==> src/rtl/sky130_fd_io__xres_seq_ctrl.sv <==
// XRES pad sequencer: power-up ordering, XRES_H_N debounce, stretched system reset.
// Latency: 2-cycle input synchroniser, registered outputs one edge after each state change.
// Backpressure: none; optional glitch counter under SKY130_FD_IO_XRES_SEQ_GLITCH_CNT_EN.
module sky130_fd_io__xres_seq_ctrl #(
    parameter int SETTLE_CYC  = 16,
    parameter int FILT_CYC    = 8,
    parameter int STRETCH_CYC = 64,
    parameter int CNT_W       = 8
) (
    input  logic       CLK,
    input  logic       RESET_B,
    input  logic       PWR_GOOD,
    input  logic       CFG_VCCHIB_MODE,
    input  logic       CFG_USE_FILT,
    input  logic       XRES_H_N_IN,
    output logic       ENABLE_VDDIO,
    output logic       ENABLE_H,
    output logic       EN_VDDIO_SIG_H,
    output logic       INP_SEL_H,
    output logic       DISABLE_PULLUP_H,
    output logic       FILT_IN_H,
    output logic       SYS_RST_N,
    output logic       READY,
    output logic       GLITCH,
    output logic [7:0] GLITCH_CNT
);

    typedef enum logic [2:0] {
        S_OFF, S_PREP, S_SETTLE, S_ACTIVE, S_FILTER, S_ASSERT, S_STRETCH
    } state_t;

    localparam logic [CNT_W-1:0] SETTLE_LD  = CNT_W'(SETTLE_CYC - 1);
    localparam logic [CNT_W-1:0] FILT_LD    = CNT_W'(FILT_CYC - 1);
    localparam logic [CNT_W-1:0] STRETCH_LD = CNT_W'(STRETCH_CYC - 1);

    state_t           state, state_nxt;
    logic [CNT_W-1:0] cnt, cnt_nxt, cnt_dec;
    logic             xs_meta, xs;
    logic             vcchib_q, vcchib_nxt;
    logic             use_filt_q, use_filt_nxt;
    logic             glitch_nxt;
    logic             en_vddio_nxt, en_h_nxt, en_sig_nxt, inp_sel_nxt;
    logic             filt_in_nxt, sys_rst_n_nxt, ready_nxt;

    // Pad idles high, so the synchroniser resets to "not in reset".
    always_ff @(posedge CLK or negedge RESET_B) begin
        if (!RESET_B) begin
            xs_meta <= 1'b1;
            xs      <= 1'b1;
        end else begin
            xs_meta <= XRES_H_N_IN;
            xs      <= xs_meta;
        end
    end

    assign cnt_dec = (cnt != '0) ? cnt - CNT_W'(1) : cnt;

    always_comb begin
        state_nxt    = state;
        cnt_nxt      = cnt;
        vcchib_nxt   = vcchib_q;
        use_filt_nxt = use_filt_q;
        glitch_nxt   = 1'b0;
        if (!PWR_GOOD) begin
            state_nxt = S_OFF;
            cnt_nxt   = '0;
        end else begin
            case (state)
                S_OFF: state_nxt = S_PREP;
                S_PREP: begin
                    vcchib_nxt   = CFG_VCCHIB_MODE;
                    use_filt_nxt = CFG_USE_FILT;
                    state_nxt    = S_SETTLE;
                    cnt_nxt      = SETTLE_LD;
                end
                S_SETTLE: begin
                    if (cnt == '0) state_nxt = S_ACTIVE;
                    else           cnt_nxt   = cnt_dec;
                end
                S_ACTIVE: begin
                    if (!xs) begin
                        state_nxt = S_FILTER;
                        cnt_nxt   = FILT_LD;
                    end
                end
                S_FILTER: begin
                    if (xs) begin
                        state_nxt  = S_ACTIVE;
                        glitch_nxt = 1'b1;
                    end else if (cnt == '0) begin
                        state_nxt = S_ASSERT;
                    end else begin
                        cnt_nxt = cnt_dec;
                    end
                end
                S_ASSERT: begin
                    if (xs) begin
                        state_nxt = S_STRETCH;
                        cnt_nxt   = STRETCH_LD;
                    end
                end
                S_STRETCH: begin
                    // A new request during the stretch restarts the whole assert/stretch.
                    if (!xs)              state_nxt = S_ASSERT;
                    else if (cnt == '0)   state_nxt = S_ACTIVE;
                    else                  cnt_nxt   = cnt_dec;
                end
                default: state_nxt = S_OFF;
            endcase
        end
    end

    // Outputs decoded from the next state so they register in step with it.
    always_comb begin
        en_vddio_nxt  = 1'b0;
        en_h_nxt      = 1'b0;
        en_sig_nxt    = 1'b1;
        inp_sel_nxt   = 1'b0;
        filt_in_nxt   = 1'b1;
        sys_rst_n_nxt = 1'b0;
        ready_nxt     = 1'b0;
        case (state_nxt)
            S_OFF: ;
            S_PREP: en_vddio_nxt = 1'b1;
            S_SETTLE: begin
                en_vddio_nxt = 1'b1;
                en_h_nxt     = 1'b1;
                en_sig_nxt   = !vcchib_nxt;
            end
            default: begin
                en_vddio_nxt  = 1'b1;
                en_h_nxt      = 1'b1;
                en_sig_nxt    = !vcchib_nxt;
                inp_sel_nxt   = use_filt_nxt;
                sys_rst_n_nxt = (state_nxt == S_ACTIVE) || (state_nxt == S_FILTER);
                ready_nxt     = (state_nxt == S_ACTIVE);
                filt_in_nxt   = (state_nxt != S_ASSERT);
            end
        endcase
    end

    always_ff @(posedge CLK or negedge RESET_B) begin
        if (!RESET_B) begin
            state            <= S_OFF;
            cnt              <= '0;
            vcchib_q         <= 1'b0;
            use_filt_q       <= 1'b0;
            ENABLE_VDDIO     <= 1'b0;
            ENABLE_H         <= 1'b0;
            EN_VDDIO_SIG_H   <= 1'b1;
            INP_SEL_H        <= 1'b0;
            DISABLE_PULLUP_H <= 1'b0;
            FILT_IN_H        <= 1'b1;
            SYS_RST_N        <= 1'b0;
            READY            <= 1'b0;
            GLITCH           <= 1'b0;
        end else begin
            state            <= state_nxt;
            cnt              <= cnt_nxt;
            vcchib_q         <= vcchib_nxt;
            use_filt_q       <= use_filt_nxt;
            ENABLE_VDDIO     <= en_vddio_nxt;
            ENABLE_H         <= en_h_nxt;
            EN_VDDIO_SIG_H   <= en_sig_nxt;
            INP_SEL_H        <= inp_sel_nxt;
            DISABLE_PULLUP_H <= 1'b0;
            FILT_IN_H        <= filt_in_nxt;
            SYS_RST_N        <= sys_rst_n_nxt;
            READY            <= ready_nxt;
            GLITCH           <= glitch_nxt;
        end
    end

`ifdef SKY130_FD_IO_XRES_SEQ_GLITCH_CNT_EN
    // Survives power-good loss; only RESET_B clears the history.
    always_ff @(posedge CLK or negedge RESET_B) begin
        if (!RESET_B)                               GLITCH_CNT <= 8'h00;
        else if (glitch_nxt && GLITCH_CNT != 8'hFF) GLITCH_CNT <= GLITCH_CNT + 8'h01;
    end
`else
    assign GLITCH_CNT = 8'h00;
`endif

endmodule
==> config.mk <==
export PLATFORM = sky130hd
export DESIGN_NAME = sky130_fd_io__xres_seq_ctrl
export DESIGN_NICKNAME = d
export VERILOG_FILES = /design/src/rtl/sky130_fd_io__xres_seq_ctrl.sv
export SDC_FILE = /design/constraint.sdc
export NUM_CORES = 1
export LEC_CHECK = 0
export CORE_UTILIZATION = 56
export DETAILED_ROUTE_END_ITERATION = 8
export GPL_ROUTABILITY_DRIVEN = 0
export PLACE_DENSITY = 0.84
export SKIP_LAST_GASP = 1
export SYNTH_ARGS = -nofsm -noshare
export SYNTH_HDL_FRONTEND = slang
export SYNTH_SLANG_ARGS = --single-unit
==> constraint.sdc <==
create_clock -name CLK -period 5 [get_ports CLK]
set_input_delay 1 -clock CLK [delete_from_list [all_inputs] [get_ports CLK]]
set_output_delay 1 -clock CLK [all_outputs]
set_load 0.05 [all_outputs]
======== After elaboration in Yosys (flattened, before gate mapping) ========
Cells that the tools add are included.
storage, ports and cells
  flip-flop bits (word level) ............. 23
  latch bits .............................. 0
  bits in writable memories ............... 0
  ROM bits ................................ 0
  bits of input ports ..................... 6
  output and inout port bits .............. 17
  word-level logic and storage cells ...... 70
  memories ................................ 0
cells by class
  add/subtract/negate cells ............... 1
  $mul .................................... 0
  div/mod/pow operators ................... 0
  order comparisons ....................... 0
  equality and inequality tests ........... 16
  shift operators ......................... 0
  muxes and demuxes ....................... 30
  bitwise operators ....................... 0
  reductions and logical operators ........ 9
operators by type and width
  kind                                                                      number
  8-bit two-way mux                                                         7
  8-bit one-hot mux with 6 select lines                                     1
  3-bit two-way mux                                                         7
  3-bit one-hot mux with 7 select lines                                     1
  3-bit inequality test (second input constant)                             5
  1-bit two-way mux                                                         14
  3-bit by 2-bit == test with 1-bit output (second input constant)          4
  3-bit == test (second input constant)                                     4
  8-bit logical NOT                                                         1
  8-bit nonzero test                                                        1
  8-bit by 1-bit subtractor with 8-bit output (second input constant)       1
  7-bit by 1-bit inequality test with 1-bit output (second input constant)  1
  3-bit by 1-bit == test with 1-bit output (second input constant)          2
  3-bit logical NOT                                                         2
  5-bit AND reduction                                                       1
  3-bit OR reduction                                                        1
  2-bit OR reduction                                                        1
  1-bit logical NOT                                                         1
  1-bit logical OR                                                          1

======== Depth between registers and ports, before layout ========
Gate-level depths: netlist (run 1).
  depth after elaboration ................. 8
  gate-level depth with buffers ........... 7

======== Worst setup path before layout (run 1) ========
Ideal clock, no wire load.
  path type ............................... in2reg
  from .................................... input port PWR_GOOD
  to ...................................... register cnt[2]
  setup time .............................. 0.066 ns
  data arrival time ....................... 1.805 ns
  required time ........................... 4.934 ns
  setup slack ............................. 3.129 ns
  stages .................................. 4
  path buffers ............................ 1
  cells stage by stage .................... clkbuf_1 -> o221ai_1 -> nor4_1 -> a221o_1
between the ends
  longest elaborated chain between the ends .. 2
  elaborated cells between the ends (all ways) .. 7
  those cells by class .................... 5 x eq/ne; 1 x mux; 1 x reduce/logical
ends and longest elaborated chain
  element                                                                                              RTL line  source
  start: declaration                                                                                   12        input logic PWR_GOOD,
  7-bit by 1-bit inequality test with 1-bit output (no line) or 3-bit inequality test (tied branches)  n/a
  5-bit AND reduction (no line)                                                                        n/a
  end signal: assignment                                                                               159       cnt <= cnt_nxt;
  end: declaration                                                                                     37        logic [CNT_W-1:0] cnt, cnt_nxt, cnt_dec;
Several ways; a longest one is shown, not always the timed one.
A chain may end at the register's enable or synchronous reset.

======== Worst setup path after layout (run 1) ========
  from .................................... register FILT_IN_H
  to ...................................... output port FILT_IN_H
RTL lines
  element                   RTL line  source
  start: declaration        21        output logic FILT_IN_H,
  start signal: assignment  167       FILT_IN_H <= filt_in_nxt;
No word-level cell between the ends.

==> results of run 1 <==
==> cell usage after synthesis, drive strengths merged (3+ instances only) <==
master and number:
o31ai 3, nor3 7, a21oi 5, buf 10
nor2 4, nor2b 5, dfrtp 19, a32o 3
dfstp 4, nand2b 3, and3 3, clkbuf 9
nand2 9, o21ai 4, nor3b 3, inv 6
a21o 3
==> area by class of cell <==
class / count / area, sq um / share of cell area
multi-input combinational: 96 / 656 / 0.452
sequential: 23 / 581 / 0.400
timing repair buffer: 13 / 130 / 0.0897
tap: 28 / 35.0 / 0.0242
clock buffer: 4 / 26.3 / 0.0181
inverter: 6 / 22.5 / 0.0155
==> routing by layer <==
metal | wire, um | part of all wire
met1 | 1110 | 0.45
met2 | 1160 | 0.47
met3 | 106 | 0.043
met4 | 63 | 0.026
met5 | 0 | 0
==> logic make-up after synthesis <==
family / count (synthesis) / synth area share
AOI/OAI and AO/OA: 37 / 0.230
xor gates and xnor gates: 2 / 0.0131
adders and majority gates: 1 / 0.00937
buffers and inverters: 25 / 0.0965
DFF: 23 / 0.435
muxes: 2 / 0.0169
other: 1 / 0.00281
and+or+nand+nor: 45 / 0.197
==> metrics by stage <==
stage	std cells	hold slack [ns]	utilization	cell area (sq um)
2_1_floorplan	144	0.345	-	1370
3_3_place_gp	166	0.347	0.638	1420
3_5_place_dp	166	0.350	0.638	1420
4_1_cts	170	0.371	0.649	1450
5_1_grt	170	0.374	0.649	1450
6_report	170	0.372	0.649	1450
==> power by group <==
part	internal [mW]	total, mW	switching, mW
Clock	0.0312	0.0846	0.0535
Combinational	0.208	0.504	0.296
Sequential	0.248	0.341	0.0935
==> flip-flops by register name (all words and copies together) (netlist names) <==
register,count
GLITCH,1
EN_VDDIO_SIG_H,1
INP_SEL_H,1
ENABLE_H,1
SYS_RST_N,1
state,3
ENABLE_VDDIO,1
vcchib_q,1
use_filt_q,1
cnt,8
READY,1
FILT_IN_H,1
xs_meta,1
xs,1
==> cells in the final DEF, fill, tap and decap left out, drive strengths merged, types with 3 or more instances in the layout <==
cell / count
nor2b: 5
a21o: 3
nor3b: 3
nand2b: 3
a32o: 3
nor3: 7
a21oi: 5
clkbuf: 4
dfstp: 4
inv: 6
nand2: 9
clkdlybuf4s50: 13
nor2: 4
conb: 9
and3: 3
dfrtp: 19
o21ai: 4
o31ai: 3
==> worst min path at each step <==
stage,startpoint,end,slack (ns),cells after the start
floorplan,xs_meta,xs,0.35,0
global placement,xs_meta,xs,0.35,0
detailed placement,xs_meta,xs,0.35,0
CTS,xs_meta,xs,0.37,0
global route,xs_meta,xs,0.37,0
finish,xs_meta,xs,0.37,0
==> key figures, run 1 <==
Finish
  – Post-layout nets: 150
  – Diodes inserted: 0
  – Filler Cell Count: ~170
  – Share of cells above drive strength 1: 0.113
  – Area Growth Syn to Fin: 8.62%

Timing
  – Slew Limit Fails: 0
  – Crit path time final: about 2.6 ns
  – Peak Freq: approximately 0.38 GHz
  – Worst Tran Pin Value: between 0.9 and 1 ns
  – RSZ-0062 raised after global routing: no
  – Hold Violations, Final: 0
  – Final period util: 0.526
  – Setup-failing EPs final: 0
  – Clock skew: about 0.0044 ns
  – Setup TNS: 0 ns
  – Final WS setup: roughly 2.4 ns
  – Max_slew headroom: 0.339

Logic synthesis
  – Sequential cell area fraction in the yosys report: 0.435
  – Synth top area cells: dfrtp_1 (36%), dfstp_2 (7.9%), buf_4 (5.1%)
  – Main synth FF type: dfrtp_1
  – Synth Register Bits: 23
  – Syn Area/Cell: just under 10 sq um
  – Cells after Synth: between 100 and 150
  – Syn. warnings: 0
  – Yosys top cell area share: 0.356
  – Library cells used by synthesis: 50
  – Synth Cell Area: 1340 sq um
  – Post-synth top area cell: dfrtp_1
  – EDFF count, synth: 0
  – Fraction of registers with async set/reset: 1.00

Clock network
  – Clock Sink Count: 23
  – Cts hold-fix bufs: 0
  – Htree depth: 1
  – Number of post-CTS setup repair buffers: 0
  – CTS tree: done
  – Post_cts resized: 0
  – Reg clk slew, reported paths: ~0.12 ns
  – CTS Buf Count: 3
  – Clock Latency Late Sink: just over 0.3 ns
  – Root Buffer: clkbuf_4
  – CTS max path bufs: 2

Drt
  – Vias/cell: approximately 6.1
  – DRC errors left: 0
  – DRT Pass-1 Iters: 4
  – Drt total wl: about 2400 um
  – Initial DRC count: just over 40
  – Final ANT Viol Nets: 0
  – DR vias: 1,030
  – DR WL/cell: around 14 um

Job
  – Maximum capacitance violations: 0

Die
  – # rows: 17
  – Die area: 2580 sq um
  – Core area: 2230 sq um
  – Initial Util: 0.598
  – Top Ports: 23
  – Die width: 50.8 um
  – DIE HEIGHT: between 50 and 60 um

Worst setup path
  – Critical path buffer and inverter count: 1
  – Worst Reg-to-Reg Cells: 3
  – Max stage delay on crit path: approximately 0.79 ns
  – Worst Path Arrival: about 1.6 ns
  – R2R Path Start: cnt[4]
  – Startpoint Class: flop
  – Critical Path RT: ~4 ns
  – Delay-heaviest family, CP: buffers and inverters
  – Crit end category: output pin
  – Worst setup path endpoint: FILT_IN_H
  – Critical Path Start: FILT_IN_H
  – Worst path cell trace: clkdlybuf4s50_1
  – Maximum fanout along the worst path: 1
  – Reg2reg end: cnt[1]
  – Slowest cell on crit path: clkdlybuf4s50_1
  – Critical path class: reg -> out
  – R2r setup slk: 3.02 ns
  – CP Depth: 1

GRT
  – Vias in the first global route: 896
  – Top Usage Layer GRT: met2
  – First-pass GRT wire length: a little over 4000 um
  – Grt met1 use: 0.299
  – Global Route met2 Usage: 0.340
  – GR Util All Layers: 0.218
  – Grt ovf: 0
  – Met3 usage: 0.0268
  – Initial antenna violation count: 0
  – Largest net degree at the start of global routing: 24

Power and ir drop
  – PwrDens: about 640 nW/um^2
  – Total power: around 0.93 mW
  – Leak Pwr: between 0.6 and 0.7 nW
  – Peak supply drop: 0.438 mV

Place
  – Post-DP HPWL: between 1500 and 2000 um
  – Number of port buffers: 13
  – Dpl ws: around 2.4 ns

Run status
  – Status: complete, no violations

Worst hold path
  – HP Class: reg -> reg
No activity file was read; power rests on OpenSTA's default activity.
==> run 2: changes to the inputs <==
--- a/config.mk
+++ b/config.mk
@@ -5,10 +5,10 @@
 export SDC_FILE = /design/constraint.sdc
 export NUM_CORES = 1
 export LEC_CHECK = 0
-export CORE_UTILIZATION = 56
+export CORE_UTILIZATION = 52
 export DETAILED_ROUTE_END_ITERATION = 8
 export GPL_ROUTABILITY_DRIVEN = 0
-export PLACE_DENSITY = 0.84
+export PLACE_DENSITY = 0.79
 export SKIP_LAST_GASP = 1
 export SYNTH_ARGS = -nofsm -noshare
 export SYNTH_HDL_FRONTEND = slang
==> constraint.sdc (replaced) <==
create_clock -name CLK -period 2.52 [get_ports CLK]
set_input_delay 0.504 -clock CLK [delete_from_list [all_inputs] [get_ports CLK]]
set_output_delay 0.504 -clock CLK [all_outputs]
set_load 0.05 [all_outputs]
==> key figures, run 2 (synthesis results as in run 1) <==
Die
  – DIE HEIGHT: approximately 53 um
  – Top Ports: 23
  – Die width: between 50 and 60 um
  – # rows: 17
  – Initial Util: 0.576
  – Die area: 2770 sq um
  – Core area: 2320 sq um

Finish
  – Largest register FFs: 8
  – Share of cells above drive strength 1: 0.126
  – Area Growth Syn to Fin: 9.47%
  – Non-Filler Cell Area, Final: ~1500 sq um
  – Diodes inserted: 0
  – Commonest non-fill, non-tap cells in the layout: dfrtp_1 (19), clkdlybuf4s50_1 (13), nand2_1 (9), conb_1 (9), nor3_1 (7)
  – Most common cell after layout, fill and taps aside: dfrtp_1
  – Area occupied by multi-input gates: around 660 sq um
  – Biggest regs: cnt: 8 flops, state: 3 flops
  – Biggest register: cnt
  – FF+latch area: 581 sq um
  – Filler Cell Count: around 190
  – Post-layout nets: roughly 150

Clock network
  – Post_cts resized: 0
  – Number of post-CTS setup repair buffers: 0
  – Clock Sink Count: 23
  – Clock Latency Late Sink: ~0.32 ns
  – Root Buffer: clkbuf_4
  – Cts hold-fix bufs: 0
  – CTS Buf Count: 3
  – Htree depth: 1
  – CTS tree: done
  – Reg clk slew, reported paths: approximately 0.13 ns
  – CTS max path bufs: 2

Worst setup path
  – Maximum fanout along the worst path: 1
  – Max stage delay on crit path: around 0.79 ns
  – Worst Path Arrival: about 1.7 ns
  – Slowest cell on crit path: clkdlybuf4s50_1
  – Delay-heaviest family, CP: buffers and inverters
  – Critical Path RT: just over 2 ns
  – Crit end category: output pin
  – Critical path class: reg -> out
  – Startpoint Class: flop
  – Worst path cell trace: clkdlybuf4s50_1
  – Critical path buffer and inverter count: 1
  – R2R Path Start: state[0]
  – Critical Path Start: EN_VDDIO_SIG_H

Timing
  – Slew Limit Fails: 0
  – RSZ-0062 raised after global routing: no
  – Peak Freq: approximately 0.46 GHz
  – Setup TNS: 0 ns
  – Crit path time final: ~2.2 ns
  – Max_slew headroom: 0.600
  – Clock skew: 0.00528 ns
  – Worst Tran Pin Value: between 0.5 and 0.6 ns
  – Final period util: 0.857
  – Setup-failing EPs final: 0
  – Hold Violations, Final: 0
  – Final WS setup: 0.360 ns

GRT
  – Grt ovf: 0
  – First-pass GRT wire length: 4640 um
  – GR Util All Layers: 0.236
  – Largest net degree at the start of global routing: 24
  – Vias in the first global route: ~1.0k
  – Initial antenna violation count: 0

Job
  – Maximum capacitance violations: 0

Power and ir drop
  – Leak Pwr: between 0.6 and 0.7 nW
  – Peak supply drop: around 0.87 mV
  – PwrDens: about 1300 nW/um^2

Drt
  – WL met1: 1130 um
  – Met3 WL: ~130 um
  – Vias/cell: 6.23
  – Final ANT Viol Nets: 0
  – Initial DRC count: between 40 and 50
  – Met2 routed WL: 1350 um
  – DRT Pass-1 Iters: 4
  – DR WL/cell: 15.6 um
  – Drt total wl: roughly 2700 um
  – DRC errors left: 0
  – Max layer used: met4
  – DR vias: around 1.1k

Place
  – Number of port buffers: 13
  – Placed Instance Area: about 1400 sq um
  – Post-DP HPWL: just under 2000 um
  – Dpl ws: 0.455 ns

Worst hold path
  – HP Class: reg -> reg
  – Hold wc startpoint: xs_meta

Run status
  – Status: complete, no violations
## run 2: cell types whose count changed in the layout (fill, tap and decap cells not counted)
cell and change:
buf_4 +1, clkinvlp_4 +1, clkbuf_1 -1
## run 2: worst paths after layout
path	endpoint	slack (ns)	cells past startpoint
max	EN_VDDIO_SIG_H	0.36	1
min	xs	0.37	0
max reg2reg	cnt[5]	0.49	4
min reg2reg	xs	0.37	0
max in group asynchronous	xs	1.73	2
min in group asynchronous	GLITCH	0.52	2
## run 2: area by class of cell
| cell class | count | share of cell area |
|---|---|---|
| clock buffer | 3 | 0.0154 |
| clock inverter | 1 | 0.00514 |
| inverter | 6 | 0.0154 |
| multi-input combinational | 96 | 0.449 |
| sequential | 23 | 0.397 |
| tap | 28 | 0.0240 |
| timing repair buffer | 14 | 0.0942 |
## run 2: worst register-to-register path, delay by kind of cell, from the launching register on
family           cells  cell delay (ns)
AO/OA/AOI/OAI        3             0.93
flip-flops           1             0.75
AND/OR/NAND/NOR      1             0.26
## run 2: where the power goes
part	switching [mW]	total, mW	internal [mW]	leakage (nW)
Combinational	0.599	1.01	0.414	0.329
Clock	0.118	0.179	0.0608	0.0139
Sequential	0.189	0.681	0.492	0.290
Total	0.906	1.87	0.966	0.633
## run 2: routing by layer
layer | vias to the layer above | global-route usage
li1 | 499 | -
met1 | 517 | 0.311
met2 | 44 | 0.371
met3 | 5 | 0.0261
met4 | 0 | 0.136
met5 | - | 0
## run 2: per-stage QoR
stage	cells	hold slack, ns	power (mW)	utilization
CTS	171	0.370	1.87	0.630
finish	171	0.367	1.87	0.630
floorplan	144	0.208	1.48	-
detailed placement	167	0.350	1.69	0.617
global route	171	0.377	2.02	0.630
global placement	167	0.349	1.66	0.617
